`src/rtl/bus_snoop_responder_pkg.sv`:
```
// rtl/bus_snoop_responder_pkg.sv - shared types, snoop codes and result decode for the snoop responder
package bus_snoop_responder_pkg;

    typedef enum logic [2:0] {
        OP_READ       = 3'd1,
        OP_WRITE      = 3'd2,
        OP_INVALIDATE = 3'd3,
        OP_RWIM       = 3'd4
    } bus_op_e;

    typedef enum logic [1:0] {
        ST_IDLE,
        ST_LOOKUP,
        ST_RESP,
        ST_WB
    } state_e;

    localparam logic [1:0] SNOOP_HIT   = 2'd0;
    localparam logic [1:0] SNOOP_HITM  = 2'd1;
    localparam logic [1:0] SNOOP_NOHIT = 2'd2;

    function automatic logic op_legal(input logic [2:0] op);
        return (op >= OP_READ) && (op <= OP_RWIM);
    endfunction

    // Base result comes from the low address bits; the op-based overrides are
    // applied afterwards in priority order.
    function automatic logic [1:0] snoop_result(input logic [2:0] op, input logic [1:0] lo);
        logic [1:0] r;
        case (lo)
            2'b00:   r = SNOOP_HIT;
            2'b01:   r = SNOOP_HITM;
            default: r = SNOOP_NOHIT;
        endcase
        if (!op_legal(op)) begin
            r = SNOOP_NOHIT;
        end else if (op == OP_WRITE) begin
            r = SNOOP_NOHIT;
        end else if ((op == OP_INVALIDATE) && (r == SNOOP_HITM)) begin
            r = SNOOP_HIT;
        end
        return r;
    endfunction

endpackage

```
`src/rtl/snoop_wb_burst.sv`:
```
// rtl/snoop_wb_burst.sv - modified-line writeback burst generator (beat counter, address, handshake)
//
// Ports:
//   clk, rst_n         clock, synchronous active-low reset
//   start              one-cycle pulse that launches a burst at line_addr
//   line_addr          line-aligned base address of the burst
//   wb_valid/wb_ready  beat handshake
//   wb_addr, wb_last   current beat address and final-beat flag
//   done               high in the cycle the final beat is taken
module snoop_wb_burst #(
    parameter int ADDR_W     = 32,
    parameter int BEATS      = 8,
    parameter int BEAT_BYTES = 8
) (
    input  logic              clk,
    input  logic              rst_n,
    input  logic              start,
    input  logic [ADDR_W-1:0] line_addr,
    output logic              wb_valid,
    input  logic              wb_ready,
    output logic [ADDR_W-1:0] wb_addr,
    output logic              wb_last,
    output logic              done
);

    localparam int BW = (BEATS > 1) ? $clog2(BEATS) : 1;
    localparam logic [BW-1:0] LAST_BEAT = BW'(BEATS - 1);

    logic [BW-1:0] beat_q;
    logic [BW-1:0] beat_nxt;

    assign beat_nxt = beat_q + 1'b1;
    assign done     = wb_valid && wb_ready && wb_last;

    always_ff @(posedge clk) begin
        if (!rst_n) begin
            wb_valid <= 1'b0;
            wb_addr  <= '0;
            wb_last  <= 1'b0;
            beat_q   <= '0;
        end else if (start) begin
            wb_valid <= 1'b1;
            wb_addr  <= line_addr;
            wb_last  <= (LAST_BEAT == '0);
            beat_q   <= '0;
        end else if (wb_valid && wb_ready) begin
            if (wb_last) begin
                wb_valid <= 1'b0;
                wb_last  <= 1'b0;
                beat_q   <= '0;
            end else begin
                beat_q  <= beat_nxt;
                wb_addr <= wb_addr + ADDR_W'(BEAT_BYTES);
                // wb_last is precomputed so it stays a pure register output.
                wb_last <= (beat_nxt == LAST_BEAT);
            end
        end
    end

endmodule

```
`src/rtl/bus_snoop_responder.sv`:
```
// rtl/bus_snoop_responder.sv - snoop result responder with HITM writeback burst
//
// Ports:
//   clk, rst_n               clock, synchronous active-low reset
//   req_valid/req_ready      bus operation handshake; req_op, req_addr captured on acceptance
//   rsp_valid/rsp_ready      snoop result handshake; rsp_snoop 0 HIT, 1 HITM, 2 NOHIT
//   wb_valid/wb_ready        writeback beat handshake; wb_addr, wb_last per beat
//   op_err                   one-cycle pulse after an illegal op is accepted
//   hit_cnt/hitm_cnt/nohit_cnt  saturating counts of handshaked results
module bus_snoop_responder
    import bus_snoop_responder_pkg::*;
#(
    parameter int ADDR_W     = 32,
    parameter int LINE_BYTES = 64,
    parameter int BEAT_BYTES = 8,
    parameter int LAT        = 2
) (
    input  logic              clk,
    input  logic              rst_n,
    input  logic              req_valid,
    output logic              req_ready,
    input  logic [2:0]        req_op,
    input  logic [ADDR_W-1:0] req_addr,
    output logic              rsp_valid,
    input  logic              rsp_ready,
    output logic [1:0]        rsp_snoop,
    output logic              wb_valid,
    input  logic              wb_ready,
    output logic [ADDR_W-1:0] wb_addr,
    output logic              wb_last,
    output logic              op_err,
    output logic [15:0]       hit_cnt,
    output logic [15:0]       hitm_cnt,
    output logic [15:0]       nohit_cnt
);

    localparam int BEATS = LINE_BYTES / BEAT_BYTES;
    localparam logic [ADDR_W-1:0] LINE_MASK = ADDR_W'(LINE_BYTES - 1);

    state_e            state_q, state_d;
    logic [2:0]        op_q;
    logic [ADDR_W-1:0] addr_q;
    logic [3:0]        lat_q;
    logic              rsp_hs;
    logic              wb_start;
    logic              wb_done;

    assign req_ready = (state_q == ST_IDLE);
    assign rsp_hs    = (state_q == ST_RESP) && rsp_valid && rsp_ready;
    assign wb_start  = rsp_hs && (rsp_snoop == SNOOP_HITM);

    always_ff @(posedge clk) begin
        if (!rst_n) begin
            state_q <= ST_IDLE;
        end else begin
            state_q <= state_d;
        end
    end

    always_comb begin
        state_d = state_q;
        case (state_q)
            ST_IDLE:   if (req_valid) state_d = ST_LOOKUP;
            ST_LOOKUP: if (lat_q == 4'd0) state_d = ST_RESP;
            ST_RESP:   if (rsp_hs) state_d = (rsp_snoop == SNOOP_HITM) ? ST_WB : ST_IDLE;
            ST_WB:     if (wb_done) state_d = ST_IDLE;
            default:   state_d = ST_IDLE;
        endcase
    end

    always_ff @(posedge clk) begin
        if (!rst_n) begin
            op_q      <= '0;
            addr_q    <= '0;
            lat_q     <= '0;
            rsp_valid <= 1'b0;
            rsp_snoop <= SNOOP_NOHIT;
            op_err    <= 1'b0;
            hit_cnt   <= '0;
            hitm_cnt  <= '0;
            nohit_cnt <= '0;
        end else begin
            op_err <= 1'b0;
            case (state_q)
                ST_IDLE: begin
                    if (req_valid) begin
                        op_q   <= req_op;
                        addr_q <= req_addr;
                        // Loaded with LAT-1 so the result registers exactly LAT edges after acceptance.
                        lat_q  <= 4'(LAT - 1);
                        op_err <= !op_legal(req_op);
                    end
                end
                ST_LOOKUP: begin
                    if (lat_q == 4'd0) begin
                        rsp_valid <= 1'b1;
                        rsp_snoop <= snoop_result(op_q, addr_q[1:0]);
                    end else begin
                        lat_q <= lat_q - 4'd1;
                    end
                end
                ST_RESP: begin
                    if (rsp_hs) begin
                        rsp_valid <= 1'b0;
                        case (rsp_snoop)
                            SNOOP_HIT:  if (hit_cnt != 16'hFFFF) hit_cnt <= hit_cnt + 16'd1;
                            SNOOP_HITM: if (hitm_cnt != 16'hFFFF) hitm_cnt <= hitm_cnt + 16'd1;
                            default:    if (nohit_cnt != 16'hFFFF) nohit_cnt <= nohit_cnt + 16'd1;
                        endcase
                    end
                end
                default: ;
            endcase
        end
    end

    snoop_wb_burst #(
        .ADDR_W     (ADDR_W),
        .BEATS      (BEATS),
        .BEAT_BYTES (BEAT_BYTES)
    ) u_wb_burst (
        .clk       (clk),
        .rst_n     (rst_n),
        .start     (wb_start),
        .line_addr (addr_q & ~LINE_MASK),
        .wb_valid  (wb_valid),
        .wb_ready  (wb_ready),
        .wb_addr   (wb_addr),
        .wb_last   (wb_last),
        .done      (wb_done)
    );

endmodule

```
`config.mk`:
```
export PLATFORM = sky130hd
export DESIGN_NAME = bus_snoop_responder
export DESIGN_NICKNAME = d
export VERILOG_FILES = /design/src/rtl/bus_snoop_responder_pkg.sv /design/src/rtl/snoop_wb_burst.sv /design/src/rtl/bus_snoop_responder.sv
export SDC_FILE = /design/constraint.sdc
export NUM_CORES = 1
export LEC_CHECK = 0
export CORE_ASPECT_RATIO = 0.9
export CORE_MARGIN = 1.5
export CORE_UTILIZATION = 50
export CTS_CLUSTER_DIAMETER = 60
export DETAILED_ROUTE_END_ITERATION = 8
export DONT_BUFFER_PORTS = 1
export PLACE_DENSITY = 0.69
export SETUP_SLACK_MARGIN = 0.3
export SLEW_MARGIN = 20
export SYNTH_ARGS = -nofsm -noshare
export SYNTH_HDL_FRONTEND = slang
export SYNTH_SLANG_ARGS = --single-unit
```
`constraint.sdc`:
```
create_clock -name clk -period 3.4 [get_ports clk]
set_input_delay 0.34 -clock clk [delete_from_list [all_inputs] [get_ports clk]]
set_output_delay 0.34 -clock clk [all_outputs]
set_load 0.01 [all_outputs]
```
==> results of run 1 <==
[synth_stat cells, types with 15 or more instances]
cell type / count
a21oi_1: 67
and3_1: 15
clkbuf_1: 22
dfxtp_1: 123
nand2_1: 109
nand3_1: 32
nand4_1: 26
nor2_1: 68
nor3_1: 15
o21ai_0: 33
xnor2_1: 33
xor2_1: 33
[worst paths after layout]
kind	to	depth (start not counted)
setup reg to reg	hitm_cnt[4]$_SDFFE_PN0P_	6
hold reg to reg	addr_q[22]$_SDFFE_PN0P_	2
hold / removal	rsp_snoop[1]$_SDFFE_PN1P_	1
setup / recovery	hitm_cnt[4]$_SDFFE_PN0P_	6
[area by class of cell]
class                      instances  share of cell area (%)
clock inverter                     9                    1.47
tap                              156                    3.01
clock buffer                      22                    7.32
multi-input combinational        530                    49.0
sequential                       123                    38.0
inverter                          10                   0.579
timing repair buffer               5                   0.579
[report_power, final]
part / total, mW / switching [mW] / internal (mW)
logic: 0.182 / 0.122 / 0.0602
registers: 1.53 / 0.0385 / 1.49
clock network: 1.73 / 0.605 / 1.12
[state kept, by name, indices dropped and copies added (netlist names)]
signal and count:
hit_cnt 16, u_wb_burst.wb_last 1, op_q 3, nohit_cnt 16
rsp_valid 1, addr_q 28, u_wb_burst.wb_valid 1, lat_q 4
state_q 2, op_err 1, hitm_cnt 16, rsp_snoop 2
u_wb_burst.beat_q 3, u_wb_burst.wb_addr 29
[critical path: stages, from the launching register on]
cell and delay, ns:
dfxtp_1 0.45, and3_1 0.49, nand2_1 0.09, buf_4 0.29, a21oi_2 0.32, nand4_1 0.15
mux2i_1 0.15
[logic make-up (layout without fill, tap and decap cells)]
kind of cell | after synthesis | after routing
compound gates | 125 | 125
xor+xnor | 66 | 66
fa+ha+maj | 8 | 8
buf+inv | 46 | 46
flops | 123 | 123
mux | 6 | 6
other cells | 1 | 3
simple gates | 322 | 322
[layer usage]
metal / part of all wire [%] / GRT usage [%]
met1: 45 / 28.8
met2: 45 / 34.4
met4: 1.1 / 8.52
met3: 9.0 / 9.72
met5: 0 / 0
==> metrics.yaml, run 1 <==
status:
  status: "completed"
sta:
  tns_ns: 0
  hold_violations: 0
  slew_violations: 0
  grt_setup_unrepaired: "false"
  layout_setup_ws_ns: 1.33
  finalCriticalPeriod_ns: 2.07
  timing.hold.ws_ns: 0.0282
  fmax_mhz: 482
  post-route-period-util_pct: 61.0
  fin_skew_ns: 0.00853
  max_slew.worst_pin.slew_ns: 0.715
  relSlewSlack_pct: 51.9
  setup_violations: 0
die:
  ios: 127
  die_y_um: 106
  rows: 37
  start_util_pct: 51.3
  dieArea_um2: 12300
  die_x_um: 117
  core-area_um2: 11400
placement:
  port-buffer-count: 0
  place_congestion: 0.780
  dp_cells: 824
  dpl.hpwl_um: 9480
  placed_area_um2: 5910
  pre_cts_ws_ns: 1.36
cells_and_area:
  multiInputGateArea_um2: 3180
  post-route-util_pct: 56.9
  final_cell_area_um2: 6480
  final_nets: 735
  ff_latch_area_um2: 2460
  stdcell_count: 855
  final_cell_mix: "dfxtp_1, nand2_1, nor2_1, a21oi_1"
  fillCellCount: 1085
  syn_to_final_growth_pct: 11.0
  drive_gt1_share_pct: 8.73
  insertedDiodeCount: 0
  final_common_cell: "dfxtp_1"
global_routing:
  antenna_found_initial: 0
  gr-total-overflow: 0
  grt_max_degree: 53
  grt_pass1_wl_um: 21800
  grt_pass1_vias: 4488
  grt.total_usage_pct: 22.8
min_path:
  min_path_type: "in -> reg"
  min-delay-start: "rst_n"
drt:
  drt-vias-per-instance: 5.63
  vias: 4817
  dr.pass1.iters: 5
  dr.first_iter.drc_count: 375
  ant_nets: 0
  drt_wl_total_um: 13600
  wl_per_cell_um: 15.9
  drc_errors: 0
worst_setup_path:
  crit_path_start: "state_q[1]$_SDFFE_PN0P_"
  reg2reg_slack_ns: 1.33
  end_kind: "register"
  cp-start-kind: "register"
  arrival_ns: 2.37
  reg2reg_from: "state_q[1]$_SDFFE_PN0P_"
  worstSetupPathType: "reg -> reg"
  crit_required_ns: 3.69
  crit_fanout: 52
clocking:
  clk_latency_ns: 0.41
  numCtsBuffers: 17
  cts_tree: "done"
  cts_root_buf: "clkbuf_16"
  post_cts.repair.setup_buffers: 0
  htree_levels: 4
  cts_resized: 0
  clockBufferDepth: 2
  cts_hold_buffers: 0
  cts.sinks: 123
  clk_pin_slew_ns: 0.05
synthesis:
  yosysWarnings: 0
  async_reset_ff_share_pct: 0
  yosys.area_share.adder_pct: 1.71
  yosys.area.top_type: "dfxtp_1"
  synthesis.area_um2: 5840
  ys.flop_type: "dfxtp_1"
  synth_top_family_by_area: "simple AND/OR/NAND/NOR gates"
  synth_cell_types: 59
  synth_seq_area_share_pct: 42.2
  synthXorXnorAreaFrac_pct: 9.90
  yosys.area_share.simple_pct: 29.4
  synth-edff-count: 0
  synth-compound-area-share_pct: 12.2
  ys_ff_latch: 123
  synth_mux_area_share_pct: 1.03
  syn_area_per_cell_um2: 8.37
  netlist_instances: 697
  synth_top_area_share_pct: 42.2
  synth_area_leaders: "dfxtp_1, nand2_1, a21oi_1"
power:
  powerDensity_nw_per_um2: 530
  leakagePower_nw: 2.32
  ir_drop_v: 0.000323
  p_total_mw: 3.44
run:
  maxCapViolations: 0
No activity file was read; power rests on OpenSTA's default activity.
==> inputs of run 2 (changes only) <==
--- a/config.mk
+++ b/config.mk
@@ -5,13 +5,14 @@
 export SDC_FILE = /design/constraint.sdc
 export NUM_CORES = 1
 export LEC_CHECK = 0
+export ABC_AREA = 1
 export CORE_ASPECT_RATIO = 0.9
 export CORE_MARGIN = 1.5
 export CORE_UTILIZATION = 50
 export CTS_CLUSTER_DIAMETER = 60
 export DETAILED_ROUTE_END_ITERATION = 8
 export DONT_BUFFER_PORTS = 1
-export PLACE_DENSITY = 0.69
+export PLACE_DENSITY = 0.72
 export SETUP_SLACK_MARGIN = 0.3
 export SLEW_MARGIN = 20
 export SYNTH_ARGS = -nofsm -noshare
==> constraint.sdc (replaced) <==
create_clock -name clk -period 1.9 [get_ports clk]
set_input_delay 0.19 -clock clk [delete_from_list [all_inputs] [get_ports clk]]
set_output_delay 0.19 -clock clk [all_outputs]
set_load 0.01 [all_outputs]
==> metrics.yaml, run 2 <==
synthesis:
  synth-edff-count: 0
  async_reset_ff_share_pct: 0
  synthesis.area_um2: 6560
  yosysWarnings: 0
  synth.most_common_cell: "nand2_1"
  syn_area_per_cell_um2: 6.51
  ys_top_cells_by_count: "nand2_1, nor2_1, inv_1"
  ys_ff_latch: 123
  netlist_instances: 1007
  synth_top_area_share_pct: 37.6
  yosys.area.top_type: "dfxtp_1"
  synth_area_leaders: "dfxtp_1, nand2_1, nor2_1"
  synth_seq_area_share_pct: 37.6
  synth_cell_types: 36
  ys.flop_type: "dfxtp_1"
sta:
  setup_violations: 0
  grt_setup_unrepaired: "true"
  slew_violations: 0
  fin_skew_ns: 0.00876
  finalCriticalPeriod_ns: 1.53
  hold_violations: 5
  fmax_mhz: 655
  post-route-period-util_pct: 80.4
  tns_ns: 0
  timing.hold.ws_ns: -0.0334
global_routing:
  gr-total-overflow: 0
  antenna_found_initial: 0
  grt.total_usage_pct: 25.7
  grt_max_degree: 54
  grt_pass1_wl_um: 28300
  grt_pass1_vias: 5977
drt:
  drt_wl_total_um: 18600
  drc_errors: 0
  dr.pass1.iters: 7
  vias: 6731
  drt-vias-per-instance: 5.30
  wl_per_cell_um: 14.6
  ant_nets: 0
  dr.first_iter.drc_count: 492
worst_setup_path:
  worstSetupPathType: "reg -> reg"
  reg2reg_slack_ns: 0.37
  crit_required_ns: 2.24
  reg2reg_from: "nohit_cnt[0]$_SDFFE_PN0P_"
  critPathMaxStageDelay_ns: 0.38
  r2r_end: "nohit_cnt[10]$_SDFFE_PN0P_"
  end_kind: "register"
  cp-start-kind: "register"
  arrival_ns: 1.87
  critPathSlowestCell: "dfxtp_4"
  crit_fanout: 7
  path_cells: "ha_2, nand2_2, nor2_4, nand4_1, buf_4, nand2_4, nand2_1, a21oi_1"
  rr_worst_depth: 8
die:
  dieArea_um2: 13800
  die_x_um: 124
  die_y_um: 112
  start_util_pct: 51.5
  rows: 39
  core-area_um2: 12700
  ios: 127
status:
  status: "finished, violations left"
  failed_checks: "negative hold slack"
clocking:
  clk_pin_slew_ns: 0.05
  clockBufferDepth: 2
  htree_levels: 4
  numCtsBuffers: 17
  clk_latency_ns: 0.42
  cts_tree: "done"
  cts.sinks: 123
  cts_root_buf: "clkbuf_16"
run:
  maxCapViolations: 0
min_path:
  min-delay-start: "rst_n"
  hold_path_end: "addr_q[21]$_SDFFE_PN0P_"
  min_path_type: "in -> reg"
  hold_depth: 2
cells_and_area:
  syn_to_final_growth_pct: 25.3
  final_cell_mix: "nand2_1, inv_1, nor2_1, dfxtp_1, nand3_1"
  top_register: "u_wb_burst.wb_addr"
  drive_gt1_share_pct: 14.8
  final_nets: 1140
  insertedDiodeCount: 0
  final_common_cell: "nand2_1"
  top_regs: "u_wb_burst.wb_addr (29), addr_q (28)"
  largest_reg_flops: 29
power:
  leakagePower_nw: 3.04
  powerDensity_nw_per_um2: 853
  ir_drop_v: 0.000690
placement:
  dpl.hpwl_um: 12100
  place_congestion: 0.923
  port-buffer-count: 0
[run 2: cell types whose count changed in the layout (fill, tap and decap cells not counted), sizes merged, moves of 27 or more]
cell,change
inv,+119
buf,+61
nand3,+51
nor2,+66
o21ai,+27
nand2,+163
dlygate4sd3,+28
[run 2: worst max-delay path, delay by kind of cell, from the launching register on]
family	cells	cell delay, ns
AO/OA/AOI/OAI	1	0.15
adder cells (fa/ha/maj)	1	0.20
buffers and inverters	1	0.19
flip-flops	1	0.38
AND/OR/NAND/NOR	5	0.54
[run 2: worst max path at each step]
stage | start | endpoint | cells after the start | slack, ns
final | nohit_cnt[0]$_SDFFE_PN0P_ | nohit_cnt[10]$_SDFFE_PN0P_ | 8 | 0.37
after global routing | u_wb_burst.wb_addr[11]$_SDFFE_PN0P_ | u_wb_burst.wb_addr[23]$_SDFFE_PN0P_ | 8 | 0.27
after CTS | hit_cnt[1]$_SDFFE_PN0P_ | hit_cnt[3]$_SDFFE_PN0P_ | 8 | 0.30
after detailed placement | rsp_snoop[0]$_SDFFE_PN0P_ | hitm_cnt[3]$_SDFFE_PN0P_ | 9 | 0.22
after global placement | u_wb_burst.wb_addr[4]$_SDFFE_PP0P_ | u_wb_burst.wb_addr[15]$_SDFFE_PN0P_ | 8 | 0.25
after floorplan | nohit_cnt[1]$_SDFFE_PN0P_ | nohit_cnt[1]$_SDFFE_PN0P_ | 8 | 0.30
[run 2: area by class of cell]
type | instances | area [um2]
clock buffers | 19 | 443
clock inverters | 13 | 126
fillers | 1130 | 4520
inverters | 129 | 489
multi-input cells | 727 | 3620
flip-flops and latches | 123 | 2500
well taps | 164 | 205
repair buffers | 94 | 832
[run 2: through the flow]
| step | instances | utilization, % | cell area (um2) | setup slack [ns] | total power [mW] |
|---|---|---|---|---|---|
| after floorplan | 1009 | - | 6570 | 0.301 | 3.60 |
| after global placement | 1196 | 55.3 | 7040 | 0.249 | 3.80 |
| after global routing | 1269 | 64.5 | 8220 | 0.271 | 7.32 |
| after CTS | 1254 | 62.2 | 7920 | 0.301 | 6.99 |
| final | 1269 | 64.5 | 8220 | 0.373 | 7.01 |
| after detailed placement | 1196 | 55.3 | 7040 | 0.219 | 3.82 |
[run 2: logic make-up (layout without fill, tap and decap cells)]
group / Yosys count / after routing / synth area share [%]
adders and majority gates: 8 / 8 / 1.53
DFF: 123 / 123 / 37.6
and+or+nand+nor: 514 / 517 / 33.0
other: 1 / 3 / 0.0572
xor gates and xnor gates: 31 / 31 / 4.14
AOI/OAI and AO/OA: 167 / 168 / 13.6
buffers and inverters: 163 / 255 / 10.2
[run 2: power breakdown]
group	internal [mW]	total (mW)	switching, mW
Combinational	0.330	0.922	0.591
Clock	1.95	3.13	1.18
Sequential	2.81	2.96	0.147
[run 2: timing repair]
item / in CTS / in global routing
hold buffers: 23 / 6
setup endpoints to repair: 64 / 102
gates resized for setup: 18 / 50
buffers inserted: 2 / 6
pin swaps: 6 / 9
hold endpoints to repair: 52 / 45
gates cloned: 1 / 3
[run 2: layer usage]
layer  routed length (um)  vias up  track usage, %
met3                 1760       26            9.17
met4                  219        0            6.28
met2                 8280      288            39.2
li1                     -     3404               -
met1                 8330     3013            34.5
met5                    0        -               0
==> inputs of run 3 (changes only) <==
--- a/config.mk
+++ b/config.mk
@@ -12,7 +12,7 @@
 export CTS_CLUSTER_DIAMETER = 60
 export DETAILED_ROUTE_END_ITERATION = 8
 export DONT_BUFFER_PORTS = 1
-export PLACE_DENSITY = 0.72
+export PLACE_DENSITY = 0.69
 export SETUP_SLACK_MARGIN = 0.3
 export SLEW_MARGIN = 20
 export SYNTH_ARGS = -nofsm -noshare
==> constraint.sdc (replaced) <==
create_clock -name clk -period 1.5 [get_ports clk]
set_input_delay 0.15 -clock clk [delete_from_list [all_inputs] [get_ports clk]]
set_output_delay 0.15 -clock clk [all_outputs]
set_load 0.01 [all_outputs]
==> metrics.yaml, run 3 (synthesis results as in run 2) <==
sta:
  layout_setup_ws_ns: -0.231
  hold_violations: 60
  slew_violations: 0
  fin_skew_ns: 0.0272
  tns_ns: -2.41
  grt_setup_unrepaired: "true"
  fmax_mhz: 578
  finalCriticalPeriod_ns: 1.73
  setup_violations: 49
  timing.hold.ws_ns: -0.174
  post-route-period-util_pct: 115
worst_setup_path:
  path_cells: "inv_4, buf_6, nand2_4, nor2_4, nand2_4, buf_12, nand2_8, o22ai_1, inv_1, a21oi_1"
  crit_fanout: 5
  cp_common_cell: "nand2_4"
  critPathSlowestCell: "dfxtp_4"
  crit_required_ns: 1.82
  arrival_ns: 2.05
  cp-start-kind: "register"
  end_kind: "register"
  critPathMaxStageDelay_ns: 0.37
  worstSetupPathType: "reg -> reg"
drt:
  drt_wl_total_um: 27600
  dr.pass1.iters: 5
  wl_per_cell_um: 19.9
  drc_errors: 0
  drt-vias-per-instance: 5.93
  dr.first_iter.drc_count: 958
  ant_nets: 0
  vias: 8215
clocking:
  numCtsBuffers: 17
  htree_levels: 4
  cts_root_buf: "clkbuf_16"
  cts_tree: "done"
  cts_hold_buffers: 25
  clockBufferDepth: 2
  clk_latency_ns: 0.45
  clk_pin_slew_ns: 0.06
  cts.sinks: 123
placement:
  dp_cells: 1245
  pre_cts_ws_ns: -0.00638
  port-buffer-count: 0
  dpl.hpwl_um: 12600
  placed_area_um2: 7690
  place_congestion: 0.917
status:
  failed_checks: "negative hold slack, negative setup slack"
  status: "finished, violations left"
power:
  ir_drop_v: 0.00114
  seqPwrFrac_pct: 34.2
  powerDensity_nw_per_um2: 1020
  leakagePower_nw: 4.12
  switching_share_pct: 30.0
  p_switching_mw: 3.34
  p_comb_share_pct: 26.2
  p_total_mw: 11.1
  clkPwrFrac_pct: 39.6
  p_int_mw: 7.78
cells_and_area:
  final_cell_area_um2: 10900
  insertedDiodeCount: 0
  final_nets: 1256
  post-route-util_pct: 85.4
  final_common_cell: "nand2_1"
  syn_to_final_growth_pct: 65.9
  top_regs: "u_wb_burst.wb_addr (29), addr_q (28)"
  fillCellCount: 674
  stdcell_count: 1385
  final_cell_mix: "nand2_1, buf_4, inv_1, dfxtp_1, nor2_1"
  largest_reg_flops: 29
  drive_gt1_share_pct: 42.9
  top_register: "u_wb_burst.wb_addr"
die:
  dieArea_um2: 13800
  die_x_um: 124
  rows: 39
  ios: 127
  start_util_pct: 51.5
  core-area_um2: 12700
  die_y_um: 112
global_routing:
  grt_pass1_vias: 7200
  grt_pass1_wl_um: 35200
  use_met3_pct: 10.6
  grt_use_met1_pct: 41.1
  antenna_found_initial: 0
  grt_max_degree: 54
  gr-total-overflow: 0
  met2_usage_pct: 50.5
  grt_busiest_layer: "met2"
  grt.total_usage_pct: 32.5
run:
  maxCapViolations: 0
min_path:
  min_path_type: "in -> reg"
run 3: cell count changes in the layout (fill, tap and decap cells not counted), sizes merged:
cell / before / now
nor2: 134 / 136
bufinv: 2 / 3
inv: 129 / 128
clkinv: 8 / 3
clkinvlp: 3 / 1
buf: 66 / 177
dlygate4sd3: 28 / 25
nand2: 272 / 274
clkbuf: 19 / 30
run 3: layout make-up:
type / instances / area [um2] / area share, %
clock buffers: 27 / 515 / 4.74
well taps: 164 / 205 / 1.89
flip-flops and latches: 123 / 2550 / 23.5
inverters: 129 / 524 / 4.82
repair inverters: 1 / 11.3 / 0.104
multi-input cells: 731 / 4830 / 44.4
clock inverters: 5 / 103 / 0.943
repair buffers: 205 / 2140 / 19.7
run 3: power by group through the flow:
stage               Combinational [mW]  Sequential (mW)  Clock [mW]
finish                            2.91             3.81        4.41
global route                      3.02             3.83        4.56
CTS                               2.10             3.75        4.36
detailed placement                1.19             3.80           0
global placement                  1.16             3.79           0
floorplan                        0.821             3.80           0
run 3: routing by layer:
| layer | vias up | part of all wire, % |
|---|---|---|
| li1 | 3662 | - |
| met1 | 3873 | 38 |
| met2 | 533 | 47 |
| met3 | 147 | 9.8 |
| met4 | 0 | 4.9 |
| met5 | - | 0 |
run 3: critical path: cells and delay by family, from the launching register on:
kind,cells,cell delay [ns]
compound gates,2,0.48
buf+inv,4,0.42
flops,1,0.37
simple gates,4,0.33
run 3: path summary, 6_finish.rpt:
check                               start                                   to  slack [ns]  cells after the start
hold / removal                      rst_n   u_wb_burst.wb_addr[7]$_SDFFE_PN0P_       -0.17                      2
setup / recovery  state_q[0]$_SDFFE_PN0P_  u_wb_burst.wb_addr[13]$_SDFFE_PN0P_       -0.23                     10
hold reg to reg   addr_q[13]$_SDFFE_PN0P_              addr_q[13]$_SDFFE_PN0P_        0.47                      2
setup reg to reg  state_q[0]$_SDFFE_PN0P_  u_wb_burst.wb_addr[13]$_SDFFE_PN0P_       -0.23                     10
run 3: repair_timing:
item,CTS,global route
gates resized for setup,148,265
endpoints found under the hold margin,65,60
cloned,14,6
setup endpoints to repair,122,127
pin swaps,58,68
buffers inserted,37,26
